===== config.mk =====
export PLATFORM = sky130hd
export DESIGN_NAME = multi_alarm_clock
export DESIGN_NICKNAME = d
export VERILOG_FILES = /design/src/rtl/multi_alarm_clock.sv
export SDC_FILE = /design/constraint.sdc
export NUM_CORES = 1
export LEC_CHECK = 0
export ABC_CLOCK_PERIOD_IN_PS = 2600
export CAP_MARGIN = 10
export CORE_MARGIN = 2
export CORE_UTILIZATION = 59
export CTS_CLUSTER_SIZE = 14
export DETAILED_ROUTE_END_ITERATION = 8
export GPL_TIMING_DRIVEN = 0
export PLACE_DENSITY = 0.82
export SYNTH_ARGS = -nofsm -noshare
export SYNTH_HDL_FRONTEND = slang
export SYNTH_SLANG_ARGS = --single-unit
export TNS_END_PERCENT = 10

===== constraint.sdc =====
create_clock -name clk -period 2.6 [get_ports clk]
set_input_delay 0.52 -clock clk [delete_from_list [all_inputs] [get_ports clk]]
set_output_delay 0.52 -clock clk [all_outputs]
set_load 0.02 [all_outputs]

===== src/rtl/multi_alarm_clock.sv =====
// HH:MM:SS time-of-day clock advanced by a prescaled seconds tick, with
// NUM_ALARMS independent alarm channels (arm/disarm, ack, snooze, ring timeout).
module multi_alarm_clock #(
    parameter int NUM_ALARMS    = 4,
    parameter int TICKS_PER_SEC = 1,
    parameter int RING_SECS     = 30,
    parameter int SNOOZE_SECS   = 300,
    localparam int SEL_W = (NUM_ALARMS > 1) ? $clog2(NUM_ALARMS) : 1
) (
    input  logic                  clk,
    input  logic                  reset,
    input  logic                  set_time,
    input  logic [5:0]            time_hh,
    input  logic [5:0]            time_mm,
    input  logic [5:0]            time_ss,
    input  logic                  alarm_wr,
    input  logic [SEL_W-1:0]      alarm_sel,
    input  logic                  alarm_arm,
    input  logic [5:0]            alarm_hh,
    input  logic [5:0]            alarm_mm,
    input  logic [5:0]            alarm_ss,
    input  logic                  ack,
    input  logic                  snooze,
    output logic [5:0]            current_hh,
    output logic [5:0]            current_mm,
    output logic [5:0]            current_ss,
    output logic                  sec_pulse,
    output logic [NUM_ALARMS-1:0] alarm_active,
    output logic                  alarm
);
    localparam int PRE_W   = (TICKS_PER_SEC > 1) ? $clog2(TICKS_PER_SEC) : 1;
    localparam int CNT_MAX = (RING_SECS > SNOOZE_SECS) ? RING_SECS : SNOOZE_SECS;
    localparam int CNT_W   = $clog2(CNT_MAX + 1);

    typedef enum logic [1:0] {
        ST_DISARMED,
        ST_ARMED,
        ST_RINGING,
        ST_SNOOZED
    } ch_state_t;

    // Channel states live in one named array so they are visible for debug.
    ch_state_t        ch_state   [NUM_ALARMS];
    ch_state_t        ch_state_d [NUM_ALARMS];
    logic [CNT_W-1:0] ch_cnt     [NUM_ALARMS];
    logic [CNT_W-1:0] ch_cnt_d   [NUM_ALARMS];
    logic [5:0]       alm_hh     [NUM_ALARMS];
    logic [5:0]       alm_mm     [NUM_ALARMS];
    logic [5:0]       alm_ss     [NUM_ALARMS];

    logic [PRE_W-1:0]      presc;
    logic                  tick;
    logic                  time_ok;
    logic                  alarm_ok;
    logic [NUM_ALARMS-1:0] wr_v;
    logic [NUM_ALARMS-1:0] match_v;
    logic [NUM_ALARMS-1:0] ring_d;

    // Commands (set_time, alarm_wr, ack, snooze) are one-cycle strobes sampled
    // on every rising edge; there is no back-pressure, a valid command always lands.
    assign tick     = (presc == PRE_W'(TICKS_PER_SEC - 1));
    assign time_ok  = (time_hh <= 6'd23) && (time_mm <= 6'd59) && (time_ss <= 6'd59);
    assign alarm_ok = (alarm_hh <= 6'd23) && (alarm_mm <= 6'd59) && (alarm_ss <= 6'd59) &&
                      (int'(alarm_sel) < NUM_ALARMS);

    always_ff @(posedge clk or negedge reset) begin
        if (!reset) begin
            presc      <= '0;
            sec_pulse  <= 1'b0;
            current_hh <= '0;
            current_mm <= '0;
            current_ss <= '0;
        end else begin
            sec_pulse <= 1'b0;
            if (set_time && time_ok) begin
                presc      <= '0;
                current_hh <= time_hh;
                current_mm <= time_mm;
                current_ss <= time_ss;
            end else if (tick) begin
                presc     <= '0;
                sec_pulse <= 1'b1;
                if (current_ss == 6'd59) begin
                    current_ss <= '0;
                    if (current_mm == 6'd59) begin
                        current_mm <= '0;
                        current_hh <= (current_hh == 6'd23) ? 6'd0 : current_hh + 6'd1;
                    end else begin
                        current_mm <= current_mm + 6'd1;
                    end
                end else begin
                    current_ss <= current_ss + 6'd1;
                end
            end else begin
                presc <= presc + PRE_W'(1);
            end
        end
    end

    // A match is only meaningful in the cycle after the time advanced, so a
    // freshly loaded time (no sec_pulse) can never trigger a channel.
    always_comb begin
        wr_v    = '0;
        match_v = '0;
        for (int i = 0; i < NUM_ALARMS; i++) begin
            wr_v[i]    = alarm_wr && alarm_ok && (int'(alarm_sel) == i);
            match_v[i] = sec_pulse && (current_hh == alm_hh[i]) &&
                         (current_mm == alm_mm[i]) && (current_ss == alm_ss[i]);
        end
    end

    always_comb begin
        ring_d = '0;
        for (int i = 0; i < NUM_ALARMS; i++) begin
            ch_state_d[i] = ch_state[i];
            ch_cnt_d[i]   = ch_cnt[i];
            if (wr_v[i]) begin
                ch_state_d[i] = alarm_arm ? ST_ARMED : ST_DISARMED;
                ch_cnt_d[i]   = '0;
            end else begin
                case (ch_state[i])
                    ST_ARMED: begin
                        if (match_v[i]) begin
                            ch_state_d[i] = ST_RINGING;
                            ch_cnt_d[i]   = CNT_W'(RING_SECS);
                        end
                    end
                    ST_RINGING: begin
                        if (ack) begin
                            ch_state_d[i] = ST_ARMED;
                            ch_cnt_d[i]   = '0;
                        end else if (snooze) begin
                            ch_state_d[i] = ST_SNOOZED;
                            ch_cnt_d[i]   = CNT_W'(SNOOZE_SECS);
                        end else if (sec_pulse) begin
                            if (ch_cnt[i] == CNT_W'(1)) begin
                                ch_state_d[i] = ST_ARMED;
                                ch_cnt_d[i]   = '0;
                            end else begin
                                ch_cnt_d[i] = ch_cnt[i] - CNT_W'(1);
                            end
                        end
                    end
                    ST_SNOOZED: begin
                        if (ack) begin
                            ch_state_d[i] = ST_ARMED;
                            ch_cnt_d[i]   = '0;
                        end else if (sec_pulse) begin
                            if (ch_cnt[i] == CNT_W'(1)) begin
                                ch_state_d[i] = ST_RINGING;
                                ch_cnt_d[i]   = CNT_W'(RING_SECS);
                            end else begin
                                ch_cnt_d[i] = ch_cnt[i] - CNT_W'(1);
                            end
                        end
                    end
                    default: ;
                endcase
            end
            ring_d[i] = (ch_state_d[i] == ST_RINGING);
        end
    end

    always_ff @(posedge clk or negedge reset) begin
        if (!reset) begin
            for (int i = 0; i < NUM_ALARMS; i++) begin
                ch_state[i] <= ST_DISARMED;
                ch_cnt[i]   <= '0;
                alm_hh[i]   <= '0;
                alm_mm[i]   <= '0;
                alm_ss[i]   <= '0;
            end
            alarm_active <= '0;
            alarm        <= 1'b0;
        end else begin
            for (int i = 0; i < NUM_ALARMS; i++) begin
                ch_state[i] <= ch_state_d[i];
                ch_cnt[i]   <= ch_cnt_d[i];
                if (wr_v[i]) begin
                    alm_hh[i] <= alarm_hh;
                    alm_mm[i] <= alarm_mm;
                    alm_ss[i] <= alarm_ss;
                end
            end
            alarm_active <= ring_d;
            alarm        <= |ring_d;
        end
    end

endmodule

# Word-level counts from Yosys, hierarchy flattened
# Cells that the tools add are included.
# op_classes
addsub,8
mux,97
eq_ne,51
n_reduce_logical,36
magnitude_cmp,6
# ops
op,count
$mux W9,36
$pmux W9 S3,4
$eq A6 B6 Y1,12
$mux W2,36
$mux W6,12
$eq A9 B1 Y1 const B,4
$sub A9 B1 Y9 const B,4
$eq A2 B2 Y1 const B,14
$le A6 B6 Y1 const B,4
$pmux W2 S3,4
$logic_and A1 B1 Y1,22
$ne A5 B5 Y1 const B,4
$add A6 B1 Y6 const B,3
$ne A4 B4 Y1 const B,4
$reduce_and A4 Y1,4
$reduce_bool A4 Y1,4
$eq A6 B6 Y1 const B,2
$le A6 B5 Y1 const B,2
$ne A3 B3 Y1 const B,4
$eq A2 B1 Y1 const B,5
$eq A6 B5 Y1 const B,1
$mux W1,5
$reduce_bool A2 Y1,2
$reduce_or A4 Y1,1
5 further kinds,5
# word_totals
ff_bits,141

# Longest topological paths before layout
# Gate-level depths: netlist of run 1.
# logic_depth
ltp_word,9
depth_mapped,10
depth_no_buf,9

# Least setup slack after synthesis of run 1
# OpenSTA, ideal clock, no wires.
# synth_path
kind,reg-to-reg
from,register current_mm[1]
to,register ch_cnt[6] in the netlist's numbering
setup_time_ns,0.078
t_arrival_ns,2.094
stages_incl_launch_ff,10
synth_period_minus_slack_ns,2.173
t_required_ns,2.522
slack_ns,0.427
cell_sequence,dfrtp_1 buf_2 xnor2_1 nand3_1 nor3_2 nand2_1 a21o_1 buf_6 or4b_1 a21oi_1
# synth_via
elab_chain_cells,5
# synth_rtl
item,line,source
from (decl),25,"output logic [5:0] current_mm,"
from (signal assigned),78,current_mm <= time_mm;
from (signal assigned),89,current_mm <= current_mm + 6'd1;
$eq A6 B6 Y1,108,(current_mm == alm_mm[i]) && (current_ss == alm_ss[i]);
$logic_and A1 B1 Y1,107,match_v[i] = sec_pulse && (current_hh == alm_hh[i]) &&
$logic_and A1 B1 Y1,108,
$ne A3 B3 Y1 (no line),--,
$reduce_and A4 Y1 (no line),--,
"to (signal, indexed assignment)",178,ch_cnt[i] <= ch_cnt_d[i];
to (decl),45,logic [CNT_W-1:0] ch_cnt [NUM_ALARMS];
# No other way between the ends.
# A chain may end at the register's enable or synchronous reset.

==> metrics.md, run 1 <==
| Metric | Value |
|---|---|
| Syn nets | 976 |
| Crit path to | alarm$_DFF_PN0_ |
| Clock network fraction of total power | 27.7% |
| WP data required | 2.87 ns |
| H-tree depth | 4 |
| Proportion of layout cells with a drive suffix above 1 | approximately an eighth |
| Cell Int Power | 5.865 mW |
| Final Skew | 0.006302 ns |
| Non-filler cells, final | 1185 |
| Reg clk slew, reported paths | 0.06 ns |
| Reg2Reg Depth | 9 |
| Number of port buffers | 66 |
| # Max-Cap Violations | 0 |
| Maximum fanout along the worst path | 8 |
| Leakage | 4.179 nW |
| Final worst-path cycle share | 100.2% |
| Async SR Flop Fraction | 100.0% |
| Multiplexer area fraction after synthesis | under 10% |
| Outcome | finished with violations |
| Core region area | 13880 um^2 |
| Dpl hpwl | 15790 um |
| Switch share | 35.56% |
| Reg2reg end | ch_cnt[6]$_DFFE_PN0P_ |
| FP Rows | 43 |
| Total power | between 9 and 10 mW |
| CTS Hold Buffers Added | 0 |
| Area fraction in and, or, nand and nor cells after synthesis | 19.26% |
| Total Routed Length | 22050 um |
| Clk sinks | 140 |
| Sum Neg Setup Slack | -0.006102 ns |
| Share of the synthesized area in the top cell type | approximately two fifths |
| Synth Cell Area | about 8400 um^2 |
| Clock buffer depth | 2 |
| Class of the most critical setup path | input pin to flop |
| CTS tree | yes |
| Die height | 123.2 um |
| Main synth FF type | dfrtp_1 |
| Main combinational cell family by area after synthesis | simple AND/OR/NAND/NOR gates |
| Clock latency at the later pin of the worst-skew pair | roughly 0.42 ns |
| Worst hold slack | between 0.09 and 0.1 ns |
| Sequential Power Share | 34.2% |
| Largest net degree at the start of global routing | 72 |
| Initial Util | 60.43% |
| Final Cell Area | 9996 um^2 |
| Placed cells | 1151 |
| Synthesized flop and latch total | 140 |
| PnR worst setup slack | -0.006102 ns |
| Worst Path Arrival | 2.87 ns |
| Post-place instance area | about 9300 um^2 |
| Comb power frac | 38.1% |
| GRT Total Usage | 30.63% |
| Residual overflow from global routing | 0 |
| Mapped Cells | 904 |
| Initial antenna violation count | 0 |
| Area leader, netlist | dfrtp_1 |
| Max-slew violations | 0 |
| Sequential element share of the synthesized area | 41.77% |
| Crit end category | flop |
| Failing checks | setup timing |
| Number of CTS-inserted buffers | 17 |
| Diode count | 0 |
| Layout net count | 1064 |
| Area Growth Syn to Fin | 19.17% |
| GPL Wtd Cong | 0.9367 |
| P per Cell Area | 910.6 nW/um^2 |
| Detailed-route wire length per cell | 18.61 um |
| Peak Freq | 383.7 MHz |
| RSZ-0062 raised after global routing | yes |
| DRT antenna net count | 0 |
| Endpoints failing hold | 0 |
| DR vias/cell | 6.105 |
| Vias | slightly above 7000 |
| Endpoints failing setup | 1 |
| HP Class | input pin to async pin |
| CP Launch Type | input pin |
| Synth Area in Compound Gates | 13.59% |
| XOR/XNOR share of the synthesized area | between 8 and 9% |
| Average size of a mapped cell | 9.279 um^2 |
| Synth warn | 0 |
| Die Width | between 100 and 150 um |
| Reg2reg setup slack | 0.06 ns |
| Number of synthesized flops with an enable pin | 0 |
| Worst Tran Pin Value | roughly 0.76 ns |
| Critical Path Source | alarm_hh[4] |
| DRT Pass-1 Iters | 5 |
| Drc violations | 0 |
| Post-synthesis adder-cell area fraction | 4.027% |
| IR Drop Worst-Case VDD | 0.7097 mV |
| RR Startpoint | current_hh[3]$_DFFE_PN0P_ |
| Vias in the first global route | 7123 |
| Synth top area cells | dfrtp_1 42%, mux2_2 7.2%, xnor2_1 6.0% |
| Root Driver | clkbuf_16 |
| Starting DRT DRC Count | 540 |
| Yosys cell types | between 70 and 80 |
| First-pass GRT wire length | 35560 um |
| Die ar. | between 15000 and 20000 um^2 |
| Slew margin rel. | 49.15% |
| # IOs | around 70 |
| Period minus WS final | roughly 2.6 ns |
| Switch Pwr | between 3 and 4 mW |
## how the worst min path moves through the flow
stage	from	end	slack, ns
global route	reset	ch_cnt[4]$_DFFE_PN0P_	0.16
CTS	reset	ch_cnt[4]$_DFFE_PN0P_	0.13
detailed placement	alm_ss[7]$_DFFE_PN0P_	alm_ss[7]$_DFFE_PN0P_	0.49
finish	reset	ch_cnt[4]$_DFFE_PN0P_	0.1
global placement	alm_mm[7]$_DFFE_PN0P_	alm_mm[7]$_DFFE_PN0P_	0.48
floorplan	reset	alarm$_DFF_PN0_	0.22
## sequential cells by signal, indices dropped and copies added, names as in the netlist
| register | count |
|---|---|
| alm_mm | 24 |
| current_hh | 6 |
| alarm_active | 4 |
| current_ss | 6 |
| alm_hh | 24 |
| ch_state | 8 |
| current_mm | 6 |
| alarm | 1 |
| sec_pulse | 1 |
| ch_cnt | 36 |
| alm_ss | 24 |
## cells in the final DEF (no fill, tap or decap), drive strengths merged, types with 6 or more instances in the layout
cell type	instances
nor4	15
clkbuf	54
nor2	70
inv	26
nand4	24
a21oi	57
clkinv	6
nor3b	8
o31ai	8
o22ai	8
buf	30
and2	8
xnor2	57
a211oi	11
clkdlybuf4s50	65
mux2	54
ha	27
o21ai	50
nand3	31
nor3	28
nor2b	10
xor2	26
mux2i	6
a21o	6
nand2	103
dfrtp	140
## metal layers
| layer | global-route usage [%] | vias to the layer above | part of all wire (%) |
|---|---|---|---|
| met3 | 5.766 | 44 | 5.7 |
| met1 | 38.70 | 3569 | 41 |
| met2 | 51.58 | 247 | 51 |
| met4 | 12.78 | 0 | 2.3 |
| li1 | - | 3375 | - |
| met5 | 0 | - | 0 |
## synth_stat cells, types with 5 or more instances
library cell,n
nand2_1,103
xnor2_1,57
nor4_1,13
o31ai_1,8
nor2_1,70
buf_2,11
and3_1,5
o21ai_0,48
nor3b_1,8
ha_1,27
inv_1,25
buf_6,6
dfrtp_1,140
a21oi_1,57
mux2i_1,6
nor2b_1,10
a21o_1,6
nand3_1,31
clkbuf_1,28
o22ai_1,8
a211oi_1,11
nand4_1,24
xor2_1,26
mux2_2,54
buf_4,7
nor3_1,27
and2_1,8
## final cells by class
type                    count  area (um^2)
flip-flops and latches    140         3503
repair buffers             69        704.4
well taps                 180        225.2
clock inverters             7        110.1
clock buffers              25        495.5
fillers                  1050         3885
plain buffers              55        305.3
inverters                  28        106.4
multi-input cells         681         4546
## what timing repair did
action | CTS | global route
pin swaps | 0 | 1
setup endpoints to repair | 27 | 57
resized for setup | 5 | 18
setup buffers | 0 | 2
## power by group through the flow
| stage | clock [mW] | sequential, mW | combinational (mW) |
|---|---|---|---|
| 2_1_floorplan | 0 | 3.16 | 2.29 |
| 3_3_place_gp | 0 | 3.10 | 3.26 |
| 3_5_place_dp | 0 | 3.13 | 3.35 |
| 4_1_cts | 2.53 | 3.10 | 3.41 |
| 5_1_grt | 2.63 | 3.17 | 3.77 |
| 6_report | 2.52 | 3.11 | 3.47 |
## cell families after synthesis
| logic type | after synthesis |
|---|---|
| mux | 60 |
| simple gates | 327 |
| compound gates | 184 |
| xor+xnor | 83 |
| flops | 140 |
| fa+ha+maj | 27 |
| buf+inv | 83 |
## worst max-delay path, stage by stage
cell             delay (ns)
clkdlybuf4s50_1        0.61
nand2_1                0.25
and4_1                 0.22
clkbuf_1               0.21
nand3b_1               0.34
o41a_1                 0.23
o311a_1                0.14
a22oi_1                0.20
o211ai_1               0.15
## through the flow
stage                     setup WS [ns]  util, %
after floorplan                  0.4273        -
after global placement           -4.630    66.81
after detailed placement        -0.6893    67.02
after CTS                       -0.1309    71.48
after global routing           -0.09680    72.01
final                         -0.006102    72.01
(Power assumes the default switching activity.)
==> run 2: changes to the inputs <==
- CORE_UTILIZATION: 59 -> 30
- PLACE_DENSITY: 0.82 -> default
==> run 2 against run 1 <==
  * The flow now finishes without violations
  * Largest cell class unchanged
  * Largest power group unchanged
  * Setup slack improved by 0.041 ns
  * Register-to-register slack worse by 0.02 ns
  * Via count is 2.7% lower
  * Die area increased by 93%
  * Highest routed layer unchanged
==> metrics.md, run 2 (synthesized netlist as in run 1, its figures left out) <==
| Metric | Value |
|---|---|
| Endpoints failing hold | 0 (unchanged) |
| DRT antenna net count | 0 (unchanged) |
| Proportion of layout cells with a drive suffix above 1 | 14.61% (+1.3 points) |
| Peak Freq | 389.8 MHz (+1.6%) |
| Period minus WS final | 2.565 ns (-0.04099 ns) |
| Endpoints failing setup | 0 (-1) |
| GRT Total Usage | 16.54% (-14 points) |
| Reg clk slew, reported paths | 0.07 ns (about the same) |
| Drc violations | 0 (unchanged) |
| Worst Path Arrival | 2.88 ns (about the same) |
| Area Growth Syn to Fin | 22.73% |
| CP Launch Type | input pin |
| Layout net count | 1065 (+0.094%) |
| Max-slew violations | 0 (unchanged) |
| H-tree depth | 4 (unchanged) |
| FP Rows | 61 (+42%) |
| Largest net degree at the start of global routing | 89 (+24%) |
| Crit-path slowest cell | nor3b_1 |
| CP cell instances | clkdlybuf4s50_1 > nand4_1 > nand4_1 > nor3b_1 > clkbuf_1 > mux2_2 |
| HP Class | input pin to async pin |
| Residual overflow from global routing | 0 (unchanged) |
| IR Drop Worst-Case VDD | 0.5353 mV (-25%) |
| RSZ-0062 raised after global routing | yes |
| WP data required | 2.92 ns (+0.05 ns) |
| Maximum fanout along the worst path | 10 (+2) |
| Number of port buffers | 66 (unchanged) |
| Dpl hpwl | 16580 um (+5.0%) |
| # Max-Cap Violations | 0 (unchanged) |
| Crit end category | flop |
| Number of CTS-inserted buffers | 17 (unchanged) |
| Die height | 171.2 um (+39%) |
| Starting DRT DRC Count | 416 (-23%) |
| DRT Pass-1 Iters | 5 (unchanged) |
| Initial antenna violation count | 0 (unchanged) |
| Initial Util | 30.36% (-30 points) |
| Placed cells | 1349 (+17%) |
| P per Cell Area | 890.0 nW/um^2 (-2.3%) |
| Top reg by flops | ch_cnt |
| Vias | 7039 (-2.7%) |
| Total power | 9.162 mW (+0.66%) |
| Die Width | 171.2 um (+39%) |
| Root Driver | clkbuf_16 |
| Die ar. | 29310 um^2 (+93%) |
| CP peak stage delay | 0.56 ns (-0.05 ns) |
| # IOs | 69 (unchanged) |
| Most used cell, CP | nand4_1 |
| Clock latency at the later pin of the worst-skew pair | 0.44 ns (+0.02 ns) |
| Leading cell types in the layout, fill and taps excluded | 140 x dfrtp_1, 103 x nand2_1, 70 x nor2_1, 62 x clkdlybuf4s50_1, 55 x a21oi_1 |
| Outcome | complete, no violations |
| Reg2reg setup slack | 0.04 ns (-0.02 ns) |
| Vias in the first global route | 6881 (-3.4%) |
| DR vias/cell | 5.082 (-17%) |
| Core region area | 27630 um^2 (+99%) |
| Total Routed Length | 23430 um (+6.3%) |
| Commonest non-fill, non-tap cell in the layout | dfrtp_1 |
| Fin util | 37.26% (-35 points) |
| Worst Tran Pin Value | 0.7195 ns (-0.04170 ns) |
| Final Skew | 0.01078 ns (+0.004482 ns) |
| Non-filler cells, final | 1385 (+17%) |
| Final worst-path cycle share | 98.66% (-1.6 points) |
| Class of the most critical setup path | input pin to flop |
| Slew margin rel. | 52.04% (+2.9 points) |
| Clock buffer depth | 2 (unchanged) |
| CTS tree | yes |
| Number of flip-flops in the largest register | 36 (unchanged) |
| First-pass GRT wire length | 37620 um (+5.8%) |
| Detailed-route wire length per cell | 16.92 um (-9.1%) |
| Clk sinks | 140 (unchanged) |
| Leakage | 4.204 nW (+0.59%) |
| GPL Wtd Cong | 0.8627 (-7.9%) |
-- run 2: changes by cell type in the layout (fill, tap and decap cells not counted), sizes merged, moves of 2 or more --
cell / before / now
clkinvlp: 0 / 3
dlygate4sd2: 0 / 3
clkbuf: 54 / 47
clkdlybuf4s50: 65 / 62
inv: 26 / 31
buf: 30 / 32
-- run 2: where the power goes --
part | switching (mW) | internal [mW] | leakage, nW
Sequential | 0.422 | 2.69 | 1.74
Combinational | 1.92 | 1.58 | 2.18
Clock | 1.07 | 1.48 | 0.288
-- run 2: worst max-delay path, delay by kind of cell --
kind	cells	cell delay [ns]
buffers and inverters	2	1.05
and+or+nand+nor	3	0.91
muxes	1	0.40
-- run 2: final timing paths --
kind / startpoint / depth (start not counted) / end
setup / recovery: alarm_mm[2] / 6 / alm_hh[16]$_DFFE_PN0P_
hold reg to reg: alm_ss[9]$_DFFE_PN0P_ / 2 / alm_ss[9]$_DFFE_PN0P_
hold / removal: reset / 1 / ch_cnt[3]$_DFFE_PN0P_
min in group clk: alm_ss[9]$_DFFE_PN0P_ / 2 / alm_ss[9]$_DFFE_PN0P_
setup reg to reg: current_hh[0]$_DFFE_PN0P_ / 9 / ch_cnt[6]$_DFFE_PN0P_
max in group asynchronous: reset / 2 / alm_hh[3]$_DFFE_PN0P_
-- run 2: cell type report --
class	instances	area (um^2)
Timing Repair Buffer	70	708.2
Buffer	55	304.0
Fill cell	2781	17330
Tap cell	378	473.0
Inverter	28	106.4
Antenna cell	1	2.502
Multi-Input combinational cell	681	4592
Sequential cell	140	3503
Clock buffer	19	452.9
Clock inverter	13	152.6
-- run 2: repair_timing --
action,in CTS,in global routing
endpoints found under the setup margin,46,60
buffers inserted,0,3
gates resized for setup,14,20
gates cloned,0,0
hold buffers,0,0
-- run 2: layer usage --
metal	part of all wire, %	GRT usage [%]	wire [um]
met1	47	22.60	10990
met2	47	26.51	11000
met3	5.6	4.188	1310
met4	0.55	3.427	128
met5	0	0	0
-- run 2: stage by stage --
| step | TNS, ns | worst slack [ns] | hold WS (ns) | instance area (um^2) |
|---|---|---|---|---|
| final | 0 | 0.03489 | 0.03292 | 10290 |
| after global routing | -0.3420 | -0.09692 | 0.08609 | 10290 |
| after CTS | -0.001659 | -0.001659 | 0.05899 | 10190 |
| after detailed placement | -41.52 | -0.8462 | 0.4838 | 9550 |
| after global placement | -740.16 | -5.001 | 0.4794 | 9522 |
| after floorplan | 0 | 0.4273 | 0.2244 | 8388 |
